===== src/rtl/systolic_skew_feeder_pkg.sv =====
// Shared definitions for the systolic skew feeder: default widths, FSM encoding, KW derivation.
// Optional feature macro used by the top: SKEW_FEEDER_PERF_EN.
package systolic_skew_feeder_pkg;

   localparam int unsigned DWIDTH_DEF = 8;
   localparam int unsigned ROWS_DEF   = 4;
   localparam int unsigned K_MAX_DEF  = 16;

   typedef enum logic [1:0] {
      IDLE  = 2'd0,
      FEED  = 2'd1,
      FLUSH = 2'd2,
      DONE  = 2'd3
   } state_t;

   // Width of a counter able to hold 0..k_max inclusive
   function automatic int unsigned kw_of(input int unsigned k_max);
      return $clog2(k_max + 1);
   endfunction

endpackage


===== src/rtl/systolic_skew_feeder_if.sv =====
// Operand-vector valid/ready stream feeding the skew feeder.
interface systolic_skew_feeder_if #(
   parameter int unsigned DWIDTH = 8,
   parameter int unsigned ROWS   = 4
) ();
   logic                     s_valid;
   logic                     s_ready;
   logic [ROWS*DWIDTH-1:0]   s_data;

   modport master (output s_valid, output s_data, input  s_ready);
   modport slave  (input  s_valid, input  s_data, output s_ready);
endinterface


===== src/rtl/systolic_skew_feeder_skew_delay_line.sv =====
// Fixed-depth shift register with synchronous active-low reset; one lane of the skew.
module skew_delay_line #(
   parameter int unsigned DWIDTH = 8,
   parameter int unsigned DEPTH  = 1
) (
   input  logic              clk,
   input  logic              reset_n,
   input  logic [DWIDTH-1:0] din,
   output logic [DWIDTH-1:0] dout
);

   logic [DWIDTH-1:0] stage [DEPTH];

   always_ff @(posedge clk) begin
      if (!reset_n) begin
         for (int unsigned i = 0; i < DEPTH; i++) stage[i] <= '0;
      end else begin
         stage[0] <= din;
         for (int unsigned i = 1; i < DEPTH; i++) stage[i] <= stage[i-1];
      end
   end

   assign dout = stage[DEPTH-1];

endmodule


===== src/rtl/systolic_skew_feeder.sv =====
// Skews ROWS-wide operand vectors onto the left-edge PE in_a ports, row r delayed r cycles.
// Optional stall counter enabled by defining SKEW_FEEDER_PERF_EN.
module systolic_skew_feeder
   import systolic_skew_feeder_pkg::*;
#(
   parameter  int unsigned DWIDTH = DWIDTH_DEF,
   parameter  int unsigned ROWS   = ROWS_DEF,
   parameter  int unsigned K_MAX  = K_MAX_DEF,
   localparam int unsigned KW     = kw_of(K_MAX)
) (
   input  logic                   clk,
   input  logic                   reset_n,
   input  logic                   start,
   input  logic [KW-1:0]          k_len,
   systolic_skew_feeder_if.slave  s,
   output logic [ROWS*DWIDTH-1:0] out_a,
   output logic                   fire,
   output logic                   busy,
   output logic                   done
`ifdef SKEW_FEEDER_PERF_EN
   ,
   output logic [15:0]            stall_cnt
`endif
);

   localparam int unsigned FW = (ROWS > 1) ? $clog2(ROWS) : 1;
   localparam int unsigned VW = ROWS * DWIDTH;

   state_t          state, state_next;
   logic [KW-1:0]   cnt, len, len_in;
   logic [FW-1:0]   fcnt;
   logic            acc;
   logic [VW-1:0]   lane_in;

   assign len_in = (k_len > KW'(K_MAX)) ? KW'(K_MAX) : k_len;

   // State register
   always_ff @(posedge clk) begin
      if (!reset_n) state <= IDLE;
      else          state <= state_next;
   end

   // Next-state logic
   always_comb begin
      state_next = state;
      case (state)
         IDLE:    if (start) state_next = (k_len == '0) ? DONE : FEED;
         FEED:    if (acc && (cnt == len - KW'(1))) state_next = FLUSH;
         FLUSH:   if (fcnt == FW'(ROWS - 1)) state_next = DONE;
         DONE:    state_next = IDLE;
         default: state_next = IDLE;
      endcase
   end

   // Handshake and lane injection; bubbles and flush cycles inject zeros
   always_comb begin
      s.s_ready = 1'b0;
      acc       = 1'b0;
      lane_in   = '0;
      if (state == FEED) s.s_ready = 1'b1;
      acc = s.s_valid && (state == FEED);
      if (acc) lane_in = s.s_data;
   end

   // Tile counters and flags aligned with the delay-line outputs
   always_ff @(posedge clk) begin
      if (!reset_n) begin
         cnt  <= '0;
         len  <= '0;
         fcnt <= '0;
         fire <= 1'b0;
         busy <= 1'b0;
         done <= 1'b0;
      end else begin
         if (state == IDLE && start) begin
            cnt <= '0;
            len <= len_in;
         end else if (acc) begin
            cnt <= cnt + KW'(1);
         end
         fcnt <= (state == FLUSH) ? fcnt + FW'(1) : '0;
         fire <= acc;
         busy <= (state_next != IDLE);
         done <= (state_next == DONE);
      end
   end

`ifdef SKEW_FEEDER_PERF_EN
   always_ff @(posedge clk) begin
      if (!reset_n)                                          stall_cnt <= '0;
      else if (state == IDLE && start)                       stall_cnt <= '0;
      else if (state == FEED && !s.s_valid && stall_cnt != 16'hFFFF) stall_cnt <= stall_cnt + 16'd1;
   end
`endif

   for (genvar r = 0; r < ROWS; r++) begin : g_lane
      skew_delay_line #(
         .DWIDTH (DWIDTH),
         .DEPTH  (r + 1)
      ) u_dl (
         .clk     (clk),
         .reset_n (reset_n),
         .din     (lane_in[r*DWIDTH +: DWIDTH]),
         .dout    (out_a[r*DWIDTH +: DWIDTH])
      );
   end

endmodule


===== src/flat_wrapper.sv =====
// flat-port wrapper written by rule: the top's interface ports become plain ports
module systolic_skew_feeder_flat import systolic_skew_feeder_pkg::*;
#(
   parameter  int unsigned DWIDTH = DWIDTH_DEF,
   parameter  int unsigned ROWS   = ROWS_DEF,
   parameter  int unsigned K_MAX  = K_MAX_DEF,
   localparam int unsigned KW     = kw_of(K_MAX)
)
  (clk, reset_n, start, k_len, out_a, fire, busy, done, s_s_valid, s_s_data, s_s_ready);
  systolic_skew_feeder_if #(.DWIDTH(DWIDTH), .ROWS(ROWS)) s_i ();
  input  logic clk;
  input  logic reset_n;
  input  logic start;
  input  logic [KW-1:0] k_len;
  output logic [ROWS*DWIDTH-1:0] out_a;
  output logic fire;
  output logic busy;
  output logic done;
  input wire logic [$bits(s_i.s_valid)-1:0] s_s_valid;
  input wire logic [$bits(s_i.s_data)-1:0] s_s_data;
  output wire logic [$bits(s_i.s_ready)-1:0] s_s_ready;
  assign s_i.s_valid = s_s_valid;
  assign s_i.s_data = s_s_data;
  assign s_s_ready = s_i.s_ready;
  systolic_skew_feeder #(.DWIDTH(DWIDTH), .ROWS(ROWS), .K_MAX(K_MAX)) u_core (.clk(clk), .reset_n(reset_n), .start(start), .k_len(k_len), .s(s_i), .out_a(out_a), .fire(fire), .busy(busy), .done(done));
endmodule

===== config.mk =====
export PLATFORM = sky130hd
export DESIGN_NAME = systolic_skew_feeder_flat
export DESIGN_NICKNAME = d
export VERILOG_FILES = /design/src/rtl/systolic_skew_feeder_pkg.sv /design/src/rtl/systolic_skew_feeder_if.sv /design/src/rtl/systolic_skew_feeder_skew_delay_line.sv /design/src/rtl/systolic_skew_feeder.sv /design/src/flat_wrapper.sv
export SDC_FILE = /design/constraint.sdc
export NUM_CORES = 1
export LEC_CHECK = 0
export ABC_AREA = 1
export CORE_MARGIN = 2
export CORE_UTILIZATION = 47
export CTS_BUF_LIST = sky130_fd_sc_hd__clkbuf_8
export CTS_CLUSTER_SIZE = 24
export DETAILED_ROUTE_END_ITERATION = 7
export DONT_BUFFER_PORTS = 1
export GPL_TIMING_DRIVEN = 0
export PLACE_DENSITY = 0.69
export SLEW_MARGIN = 20
export SYNTH_ARGS = -nofsm -noshare
export SYNTH_HDL_FRONTEND = slang
export SYNTH_SLANG_ARGS = --single-unit

===== constraint.sdc =====
create_clock -name clk -period 3.2 [get_ports clk]
set_clock_uncertainty 0.05 [all_clocks]
set_input_delay 0.96 -clock clk [delete_from_list [all_inputs] [get_ports clk]]
set_output_delay 0.96 -clock clk [all_outputs]
set_load 0.005 [all_outputs]

==> results.md, run 1 <==
* Routed Antenna Nets at 0
* Hpwl dp at roughly 3.6 mm
* Share of layout cells above drive strength 1 at around 15%
* Die X at approximately 88 um
* Via/cell ratio at 4.10
* Largest family of logic cells by synthesized area: simple AND/OR/NAND/NOR gates
* DR iter-0 viols at 29
* Endpoints failing hold at 0
* Register bit total from synthesis at 97
* PwrDens at between 500 and 600 nW/um^2
* Synth Flop Type: dfxtp_1
* Core area at around 6800 um^2
* NetSw at a little under 0.0005 W
* Largest net degree at the start of global routing at 19
* Die ar. at approximately 7700 um^2
* Relative slew slack at 71.4%
* Die H at around 88 um
* Worst vdd ir at 0.228 mV
* RSZ-0062 raised after global routing: false
* Syn nets at 441
* First-pass GRT wire length at 7.68 mm
* Crit path arrival time at approximately 0.92 ns
* Hold_buf cts at 0
* Tot Pwr at around 0.0021 W
* Detailed-route via count at 2,087
* Initial Util at between 40 and 50%
* FMAX at 517 MHz
* GP Congestion at around 0.78
* Vias in the first global route at about 1,800
* Synthesized cell area at 3300 um^2
* Drt drc at 0
* Max Root-Sink Buffers at 2
* Fin. max-slew vios at 0
* Synth unique cells at 26
* Fin crit share at ~60%
* Setup TNS at 0 ns
* Leak Pwr at around 2.1 nW
* Max Cap Viol at 0
* Post-CTS Setup Inserts at 0
* Critical path class: flip-flop to output port
* Pint at about 0.0016 W
* Total gr overflow at 0
* Seq/Total Area, Yosys at around 59%
* CTS Buf Count at 9
* Worst Path Required at between 2 and 2.5 ns
* Reg area at roughly 2000 um^2
* Setup crit end kind: output port
* Worst Tran Pin Value at ~0.43 ns
* DR pass1 iterations at 4
* Worst min path class: flip-flop to flip-flop
* Sequential fraction of design power at 58.3%
* Total Wirelength at approximately 4.9 mm
* Post-synthesis adder-cell area fraction at between 1 and 1.5%
* GR Util All Layers at 13.6%
* Flop-to-flop setup slack at about 1.5 ns
* Multi-input gate area at approximately 760 um^2
* Switching Share at about 23%
* Largest area contributor in the netlist: dfxtp_1
* Post-synth ARST share at 0%
* Number of flops mapped to enable cells by yosys at 0
* Outcome: finished, final reports clean
* Synth warn at 0
* Combinational power share at about 4.1%
* Top cell type's share of synthesized area at between 50% and 60%
* Worst Path Max Fanout at 3
* CTS tree: yes
* Top cells by area, synth: dfxtp_1 59%, inv_1 11%, nand2_1 9.1%
* Skew-Pair Late Insertion Delay at 0.36 ns
* Worst-path clk slew at ~0.090 ns
* Xor/xnor share of the synthesized area at less than 1%
* Fin crit period at 1.93 ns
* Multiplexer area fraction after synthesis at 0%
* Filler Cell Count at around 660
* # nets final at between 400 and 500
* Clock group share of total power at between 30% and 40%
* CTS resizes at 0
* Syn avg cell area at between 8 and 9 um^2
* CP startpoint kind: flip-flop
* Clock sinks at 97
* N_diodes at 0
* Area Overhead vs Synth at 9.94%
* Simple-Gate Fraction of Synth Area at about a fifth
* Routed WL per cell at roughly 9.6 um
* Root Buffer: clkbuf_8
* I/O Pins at between 70 and 80
* # port buffers at 0
* Initial antenna violation count at 0
* Mapped Cells at roughly 400
* H-tree levels at 3
* Most common cell in the synthesized netlist: dfxtp_1
* Synth Area in Compound Gates at 1.52%
* Post-synth top cells: 97 x dfxtp_1, 96 x inv_1, 80 x nand2_1
* Rows at 30
* Setup Viol. Count Final at 0
power by group through the flow:
stage               Sequential, W  Clock [W]  Combinational [W]
detailed placement        0.00127          0          0.0000880
CTS                       0.00124   0.000825          0.0000884
floorplan                 0.00126          0          0.0000708
global route              0.00124   0.000874           0.000102
global placement          0.00127          0          0.0000863
finish                    0.00124   0.000797          0.0000870
layout by cell type (no fill, tap or decap), types with 2 or more instances in the layout:
master | netlist | routed
nand2_1 | 80 | 80
o21ai_0 | 4 | 4
nor2_4 | 4 | 4
a211oi_1 | 2 | 2
nor2_1 | 45 | 45
buf_4 | 24 | 24
ha_1 | 3 | 3
clkbuf_8 | 0 | 9
clkinv_4 | 0 | 2
buf_1 | 3 | 3
nor3_1 | 3 | 3
inv_1 | 96 | 96
nor2_2 | 2 | 2
buf_2 | 4 | 4
a21oi_1 | 2 | 2
nand2_2 | 3 | 3
inv_6 | 0 | 2
nand3_1 | 8 | 8
clkbuf_1 | 2 | 2
dfxtp_1 | 97 | 97
nor4_1 | 3 | 3
inv_2 | 4 | 4
nand2_4 | 2 | 2
worst max-delay path: stages, from the launching register on:
cell,delay [ns]
dfxtp_1,0.32
inv_1,0.08
nand2_1,0.07
inv_2,0.10
per-stage QoR:
| step | hold WS (ns) | cells | area, um^2 | setup slack [ns] | util, % |
|---|---|---|---|---|---|
| 3_5_place_dp | 0.346 | 493 | 3420 | 1.21 | 50.3 |
| 5_1_grt | 0.382 | 509 | 3630 | 1.22 | 53.4 |
| 3_3_place_gp | 0.343 | 493 | 3420 | 1.20 | 50.3 |
| 2_1_floorplan | 0.340 | 397 | 3300 | 1.47 | - |
| 4_1_cts | 0.364 | 509 | 3630 | 1.25 | 53.4 |
| 6_report | 0.365 | 509 | 3630 | 1.27 | 53.4 |
state kept, by name, indices dropped and copies added (netlist names):
signal,count
u_core.fire,1
u_core.cnt,5
u_core.done,1
u_core.len,5
u_core.busy,1
u_core.fcnt,2
u_core.state,2
u_core.g_lane.u_dl.stage,80
final cells by class:
cell class / count / share of cell area (%)
plain buffers: 33 / 6.04
clock buffers: 9 / 3.41
clock inverters: 7 / 2.31
inverters: 101 / 10.5
multi-input cells: 166 / 20.9
flip-flops and latches: 97 / 53.5
well taps: 96 / 3.31
layer usage:
layer,part of all wire [%],GRT usage [%]
met3,6.1,4.71
met2,49,23.2
met4,2.8,8.39
met1,42,14.5
met5,0,0
worst paths after layout:
kind | from | endpoint | depth (start not counted)
min | u_core.g_lane[3].u_dl.stage[0][14] | u_core.g_lane[3].u_dl.stage[0][22] | 2
min reg2reg | u_core.g_lane[3].u_dl.stage[0][14] | u_core.g_lane[3].u_dl.stage[0][22] | 2
max | u_core.state[1] | s_s_ready | 3
max reg2reg | u_core.len[0] | u_core.busy | 12
logic make-up (layout without fill, tap and decap cells):
logic type | Yosys count | after routing
buf+inv | 134 | 150
xor+xnor | 1 | 1
fa+ha+maj | 3 | 3
compound gates | 9 | 9
simple gates | 153 | 153
flops | 97 | 97
No activity file was read; power rests on OpenSTA's default activity.
==> inputs of run 2 (changes only) <==
--- a/config.mk
+++ b/config.mk
@@ -13,7 +13,7 @@
 export DETAILED_ROUTE_END_ITERATION = 7
 export DONT_BUFFER_PORTS = 1
 export GPL_TIMING_DRIVEN = 0
-export PLACE_DENSITY = 0.69
+export PLACE_DENSITY = 0.71
 export SLEW_MARGIN = 20
 export SYNTH_ARGS = -nofsm -noshare
 export SYNTH_HDL_FRONTEND = slang
==> constraint.sdc (replaced) <==
create_clock -name clk -period 1.6 [get_ports clk]
set_clock_uncertainty 0.05 [all_clocks]
set_input_delay 0.48 -clock clk [delete_from_list [all_inputs] [get_ports clk]]
set_output_delay 0.48 -clock clk [all_outputs]
set_load 0.005 [all_outputs]
==> run 2 against run 1 <==
Hold slack worse by 0.19 ns. Final area increased by 0.79%. Clock power rose by 100%. Largest power group unchanged.
==> results.md, run 2 (synthesis results as in run 1) <==
* Fin. max-slew vios at 0 (unchanged)
* # placed instances at 493 (unchanged)
* Leak Pwr at 2.08 nW (+0.46%)
* Largest net degree at the start of global routing at 19 (unchanged)
* CP startpoint kind: flip-flop
* Post-route setup slack at 0.0817 ns (-1.19 ns)
* Worst Setup SP: u_core.len[1]
* Worst min path class: input port to flip-flop
* Detailed-route via count at 2,077 (-0.48%)
* Die H at 87.8 um (unchanged)
* GP Congestion at 0.788 (+1.5%)
* Max reg flops at 80 (unchanged)
* Worst-path clk slew at 0.10 ns (about the same)
* Worst path slowest cell: dfxtp_2
* Critical path class: flip-flop to flip-flop
* H-tree levels at 3 (unchanged)
* Worst path bufs/invs at 1 (-1)
* Worst Path Required at 1.80 ns (-0.39 ns)
* Worst Tran Pin Value at 0.462 ns (+0.0329 ns)
* PwrDens at 1170 nW/um^2 (+99%)
* Crit-path cells: inv_2 > ha_4 > nand2_1 > nand2_1 > nand2_1 > nor2_4 > nand2_2 > o21ai_2 > nand2_1 > nand2_2 > nand2_1
* Crit-path max cell delay at 0.35 ns (+0.03 ns)
* Most frequent cells in the layout: 95 x dfxtp_1, 94 x inv_1, 79 x nand2_1, 45 x nor2_1, 25 x buf_4
* Die ar. at 7710 um^2 (unchanged)
* DR iter-0 viols at 36 (+24%)
* Skew-Pair Late Insertion Delay at 0.35 ns (about the same)
* CTS tree: yes
* Routed Antenna Nets at 0 (unchanged)
* Max Cap Viol at 0 (unchanged)
* Commonest non-fill, non-tap cell in the layout: dfxtp_1
* Fin crit share at 94.9%
* Routed WL per cell at 9.85 um (+2.4%)
* Root Buffer: clkbuf_8
* GR Util All Layers at 13.5% (-0.17 points)
* Hpwl dp at 3.56 mm (-1.4%)
* First-pass GRT wire length at 7.74 mm (+0.81%)
* CTS Buf Count at 9 (unchanged)
* Rows at 30 (unchanged)
* Outcome: finished, final reports clean
* Hold Crit Start: s_s_data[22]
* Setup crit end kind: flip-flop
* DR pass1 iterations at 4 (unchanged)
* Initial Util at 48.6% (unchanged)
* Core area at 6790 um^2 (unchanged)
* Final Core Density at 53.8% (+0.42 points)
* RR Startpoint: u_core.len[1]
* # nets final at 453 (+0.22%)
* Vias in the first global route at 1,864 (+0.92%)
* Cell family with most CP delay: simple AND/OR/NAND/NOR gates
* N_diodes at 0 (unchanged)
* FMAX at approximately 660 MHz
* Worst Path Max Fanout at 3 (unchanged)
* Worst vdd ir at 0.563 mV (+150%)
* Non-filler cells in the finished layout at 510 (+0.20%)
* Relative slew slack at 69.2% (-2.2 points)
* Fin crit period at about 1.5 ns
* Initial antenna violation count at 0 (unchanged)
* Biggest register: u_core.g_lane.u_dl.stage
* Setup Viol. Count Final at 0 (unchanged)
* Share of layout cells above drive strength 1 at 16.4% (+1.9 points)
* Via/cell ratio at 4.07 (-0.67%)
* # port buffers at 0 (unchanged)
* Clock sinks at 97 (unchanged)
* Max Root-Sink Buffers at 2 (unchanged)
* Area Overhead vs Synth at 10.8%
* Total gr overflow at 0 (unchanged)
* Die X at 87.8 um (unchanged)
* Total Wirelength at 5.02 mm (+2.6%)
* Drt drc at 0 (unchanged)
* Biggest regs: u_core.g_lane.u_dl.stage: 80 flops, u_core.cnt: 5 flops, u_core.len: 5 flops
* Filler Cell Count at 620 (-5.3%)
* Endpoints failing hold at 0 (unchanged)
* Setup Slack @ Placement at -0.0834 ns (-1.30 ns)
* I/O Pins at 77 (unchanged)
* Crit path arrival time at 1.72 ns (+0.80 ns)
* Worst path most repeated cell: nand2_1
* Setup TNS at 0 ns (unchanged)
-- run 2: cell count changes in the layout (fill, tap and decap cells not counted), sizes merged --
cell    before  now
buf         31   32
inv        103  104
clkinv       3    2
-- run 2: power breakdown --
part	switching, W	total, W	internal [W]
logic	0.000123	0.000186	0.0000634
clock network	0.000846	0.00160	0.000752
registers	0.0000190	0.00247	0.00246
total	0.000988	0.00426	0.00327
-- run 2: cell type report --
class	count	area, um^2	area share, %
Sequential cell	97	1940	53.2
Multi-Input combinational cell	166	777	21.3
Inverter	101	380	10.4
Buffer	33	219	5.99
Clock buffer	9	124	3.39
Tap cell	96	120	3.29
Clock inverter	7	83.8	2.29
Timing Repair Buffer	1	7.51	0.205
-- run 2: routing by layer --
metal  global-route usage, %  vias to the layer above  wire [um]
met4                    7.13                        0        129
met5                       0                        -          0
met1                    14.5                      876       2140
li1                        -                     1127          -
met3                    5.66                       11        339
met2                    22.5                       63       2420
-- run 2: metrics by stage --
stage,hold slack [ns],area (um^2),power [W]
2_1_floorplan,0.340,3300,0.00267
3_3_place_gp,0.344,3420,0.00270
3_5_place_dp,0.345,3420,0.00271
4_1_cts,0.144,3640,0.00432
5_1_grt,0.144,3660,0.00445
6_report,0.174,3660,0.00426
-- run 2: repair_timing --
action                                  in CTS  in global routing
cloned                                       0                  0
gates resized for setup                      2                  5
endpoints found under the setup margin       3                  3
hold buffers                                 0                  0
setup buffers                                1                  0
-- run 2: worst reg2reg max path, delay by kind of cell, from the launching register on --
| family | cells | cell delay [ns] |
|---|---|---|
| AO/OA/AOI/OAI | 1 | 0.12 |
| AND/OR/NAND/NOR | 8 | 0.58 |
| adder cells (fa/ha/maj) | 1 | 0.26 |
| flip-flops | 1 | 0.35 |
| buffers and inverters | 1 | 0.05 |
-- run 2: final timing paths --
kind                                         to  slack, ns  cells past startpoint
min reg2reg  u_core.g_lane[3].u_dl.stage[0][25]       0.37                      2
max                                 u_core.busy       0.08                     11
min           u_core.g_lane[2].u_dl.stage[0][6]       0.17                      2
max reg2reg                         u_core.busy       0.08                     11
